--- src/rtl/ex_mul_seq.sv ---
// Shift-add unsigned multiplier that borrows the shared execute ALU; done pulses WIDTH+1 cycles after an accepted start.
// A start is taken only in IDLE/DONE. While busy, stall holds the pipeline and further starts are dropped.
module ex_mul_seq #(
  parameter int         WIDTH  = 16,
  parameter int         CNT_W  = 5,
  parameter logic [3:0] ADD_OP = 4'b0100
) (
  input  logic                 clk,
  input  logic                 rst,
  input  logic                 start,
  input  logic                 flush,
  input  logic [WIDTH-1:0]     op_a,
  input  logic [WIDTH-1:0]     op_b,
  input  logic [WIDTH-1:0]     alu_out,
  input  logic                 alu_cout,
  output logic                 alu_grab,
  output logic [WIDTH-1:0]     alu_a,
  output logic [WIDTH-1:0]     alu_b,
  output logic [3:0]           alu_op,
  output logic                 busy,
  output logic                 stall,
  output logic                 done,
  output logic [2*WIDTH-1:0]   product
);

  typedef enum logic [1:0] {
    IDLE = 2'b00,
    ITER = 2'b01,
    DONE = 2'b10
  } state_t;

  localparam logic [CNT_W-1:0] LAST_CNT = CNT_W'(WIDTH - 1);

  state_t               state_q, state_d;
  logic [CNT_W-1:0]     count_q;
  logic [WIDTH-1:0]     mcand_q;
  logic [WIDTH-1:0]     hi_q;
  logic [WIDTH-1:0]     lo_q;
  logic [2*WIDTH-1:0]   product_q;
  logic                 accept;
  logic                 last;
  logic [2*WIDTH-1:0]   step_val;

  assign step_val = {alu_cout, alu_out, lo_q[WIDTH-1:1]};
  assign last     = (count_q == LAST_CNT);

  always_comb begin
    state_d  = IDLE;
    accept   = 1'b0;
    busy     = 1'b0;
    done     = 1'b0;
    case (state_q)
      ITER: begin
        busy = 1'b1;
        if (flush)     state_d = IDLE;
        else if (last) state_d = DONE;
        else           state_d = ITER;
      end
      DONE: begin
        done   = 1'b1;
        accept = start & ~flush;
        state_d = accept ? ITER : IDLE;
      end
      default: begin
        // The unused 2'b11 encoding behaves exactly like IDLE.
        accept  = start & ~flush;
        state_d = accept ? ITER : IDLE;
      end
    endcase
  end

  assign stall    = busy;
  assign alu_grab = busy;
  assign alu_a    = busy ? hi_q : '0;
  assign alu_b    = (busy && lo_q[0]) ? mcand_q : '0;
  assign alu_op   = busy ? ADD_OP : 4'b0000;
  assign product  = product_q;

  always_ff @(posedge clk) begin
    if (rst) begin
      state_q   <= IDLE;
      count_q   <= '0;
      mcand_q   <= '0;
      hi_q      <= '0;
      lo_q      <= '0;
      product_q <= '0;
    end else begin
      state_q <= state_d;
      if (accept) begin
        mcand_q <= op_a;
        lo_q    <= op_b;
        hi_q    <= '0;
        count_q <= '0;
      end else if (busy && !flush) begin
        {hi_q, lo_q} <= step_val;
        count_q      <= count_q + CNT_W'(1);
        // Latch the result on the final step so it stays put through IDLE.
        if (last) product_q <= step_val;
      end
    end
  end

endmodule

--- config.mk ---
export PLATFORM = sky130hd
export DESIGN_NAME = ex_mul_seq
export DESIGN_NICKNAME = d
export VERILOG_FILES = /design/src/rtl/ex_mul_seq.sv
export SDC_FILE = /design/constraint.sdc
export NUM_CORES = 1
export LEC_CHECK = 0
export ABC_CLOCK_PERIOD_IN_PS = 1700
export CAP_MARGIN = 20
export CORE_MARGIN = 2
export CORE_UTILIZATION = 41
export DETAILED_ROUTE_END_ITERATION = 10
export PLACE_DENSITY_LB_ADDON = 0.15
export SLEW_MARGIN = 20
export SYNTH_ARGS = -nofsm -noshare
export SYNTH_HDL_FRONTEND = slang
export SYNTH_SLANG_ARGS = --single-unit
--- constraint.sdc ---
create_clock -name clk -period 1.7 [get_ports clk]
set_clock_uncertainty 0.1 [all_clocks]
set_input_delay 0.51 -clock clk [delete_from_list [all_inputs] [get_ports clk]]
set_output_delay 0.51 -clock clk [all_outputs]
set_load 0.005 [all_outputs]
==> results.sh <==
export IMPL_outcome="finished, violations left"
export IMPL_violations="setup timing"
export IMPL_firstDrtPassIters=4
export IMPL_crit_type="reg2out"
export IMPL_port_buffers=121
export IMPL_die_area_mm2=0.00992
export IMPL_nNetsFinal=649
export IMPL_numCtsBuffers=9
export IMPL_cts_sinks=87
export IMPL_final_common_cell="dfxtp_1"
export IMPL_final_setup_viol_count=69
export IMPL_ir_drop_mv=0.419
export IMPL_grt_pass1_vias=3582
export IMPL_finalHoldViolCount=0
export IMPL_antenna_found_initial=0
export IMPL_wl_per_cell_um=16.3
export IMPL_period_minus_slack_ns=2.01
export IMPL_drive_above_1_share_pct=42.3
export IMPL_crit_required_ns=1.09
export IMPL_r2r_cells=9
export IMPL_synth_edf_count=0
export IMPL_cellPowerDensity_mw_per_mm2=671
export IMPL_grt_pass1_wl_um=17200
export IMPL_drt_iter0_drc=128
export IMPL_cp_arrival_ns=1.40
export IMPL_synth_ff_type="dfxtp_1"
export IMPL_cp_start_kind="flip-flop"
export IMPL_final_cell_mix="72 x dfxtp_1, 50 x clkdlybuf4s50_1, 43 x nand2_1"
export IMPL_vias=3680
export IMPL_start_util_pct=42.6
export IMPL_drtAntennaViolNets=0
export IMPL_seq_area_frac_synth_pct=46.5
export IMPL_finalSetupTns_ns=-12.97
export IMPL_min_period_over_period_pct=118
export IMPL_clock_latency_ns=0.35
export IMPL_netlist_instances=453
export IMPL_leakagePower_uw=0.00271
export IMPL_hpwl_um=6730
export IMPL_core_mm2=0.00881
export IMPL_die_h_um=99.6
export IMPL_chipWidth_um=99.6
export IMPL_grt_max_degree=35
export IMPL_globalplace_congestion=0.750
export IMPL_antenna_cells=0
export IMPL_hold_class="reg2reg"
export IMPL_viasPerCell=5.21
export IMPL_r2r_slack_ns=-0.14
export IMPL_grt_ovfl_total=0
export IMPL_slew_viol_final=0
export IMPL_ys_types=34
export IMPL_fmax_ghz=0.497
export IMPL_total_power_uw=4260
export IMPL_routed_wl_um=11500
export IMPL_grt_usage_pct=21.7
export IMPL_area_growth_pct=69.4
export IMPL_clk_pin_slew_ns=0.08
export IMPL_ys_warn_count=0
export IMPL_endpoint_kind="output pin"
export IMPL_syn_mean_instance_area_um2=8.27
export IMPL_rsz0062_at_grt="true"
export IMPL_clockRootBuffer="clkbuf_8"
export IMPL_post_route_util_pct=72.1
export IMPL_async_flop_share_pct=0
export IMPL_clockBufferDepth=2
export IMPL_max_cap_violations=0
export IMPL_fin_ws_ns=-0.314
export IMPL_hold_depth=2
export IMPL_clock_tree_htree_level_count=3
export IMPL_cts_tree="done"
export IMPL_crit_fanout=10
export IMPL_drt_drc_violations_left=0
export IMPL_synth_seq_cells=87
export IMPL_rows=34
export IMPL_ios=125
export IMPL_syn_area_mm2=0.00375
## cells in the mapped netlist, types with 13 or more instances
cell type	instances	share of area, %
mux2i_1	16	4.3
nand3_1	17	2.3
a21oi_1	67	8.9
nand2b_1	18	3.0
nand2_1	98	9.8
dfxtp_1	87	46
and3_1	17	2.8
clkbuf_1	19	1.9
and2_1	16	2.7
buf_2	13	1.7
inv_1	18	1.8
## area by class of cell
class | instances | area [um2]
fillers | 694 | 2460
multi-input cells | 305 | 2330
repair buffers | 171 | 1840
flip-flops and latches | 87 | 1760
clock buffers | 11 | 141
well taps | 108 | 135
inverters | 20 | 77.6
clock inverters | 4 | 70.1
## metrics by stage
step,setup slack [ns],hold slack [ns],instances,instance area (um2)
after floorplan,-0.0296,0.332,455,3770
after global routing,-0.358,0.378,706,6350
after CTS,-0.320,0.356,701,5840
after global placement,-0.333,0.338,671,5250
final,-0.314,0.357,706,6350
after detailed placement,-0.386,0.343,671,5250
## path summary, 6_finish.rpt
path / start / endpoint
worst min register to register: hi_q[15] / hi_q[15]
worst min-delay path: hi_q[15] / hi_q[15]
worst max register to register: count_q[1] / product[22]
worst max-delay path: state_q[1] / alu_a[4]
## flip-flops by register name, summed over array words and instances (netlist names)
| name | flops |
|---|---|
| count_q | 5 |
| hi_q | 16 |
| lo_q | 16 |
| mcand_q | 16 |
| product | 32 |
| state_q | 2 |
## cell families after synthesis
kind of cell	count (synthesis)	synth area share, %
AND/OR/NAND/NOR	178	22.7
AO/OA/AOI/OAI	105	17.6
flip-flops	87	46.5
buffers and inverters	63	7.95
multiplexers	16	4.27
adder cells (fa/ha/maj)	2	0.668
other	1	0.100
XOR/XNOR	1	0.234
## worst max-delay path: stages, from the launching register on
cell and delay (ns):
dfxtp_2 0.34, nand2b_4 0.13, inv_4 0.04, buf_12 0.14, buf_16 0.14, and2_1 0.15
buf_2 0.13
## routing by layer
| layer | global-route usage (%) | routed length, um |
|---|---|---|
| met1 | 26.2 | 4870 |
| met2 | 38.9 | 5910 |
| met3 | 3.58 | 610 |
| met4 | 7.27 | 129 |
| met5 | 0 | 0 |
## report_power, final
group / internal, uW / switching [uW]
combinational: 295 / 261
sequential: 2090 / 47.0
clock: 857 / 707
## timing repair
item | in CTS | in global routing
resized for setup | 248 | 156
buffers inserted | 9 | 7
gates cloned | 6 | 4
hold buffers | 0 | 0
endpoints found under the setup margin | 101 | 85
pin swaps | 15 | 68
Note: power is estimated with default switching activity, not from simulation.
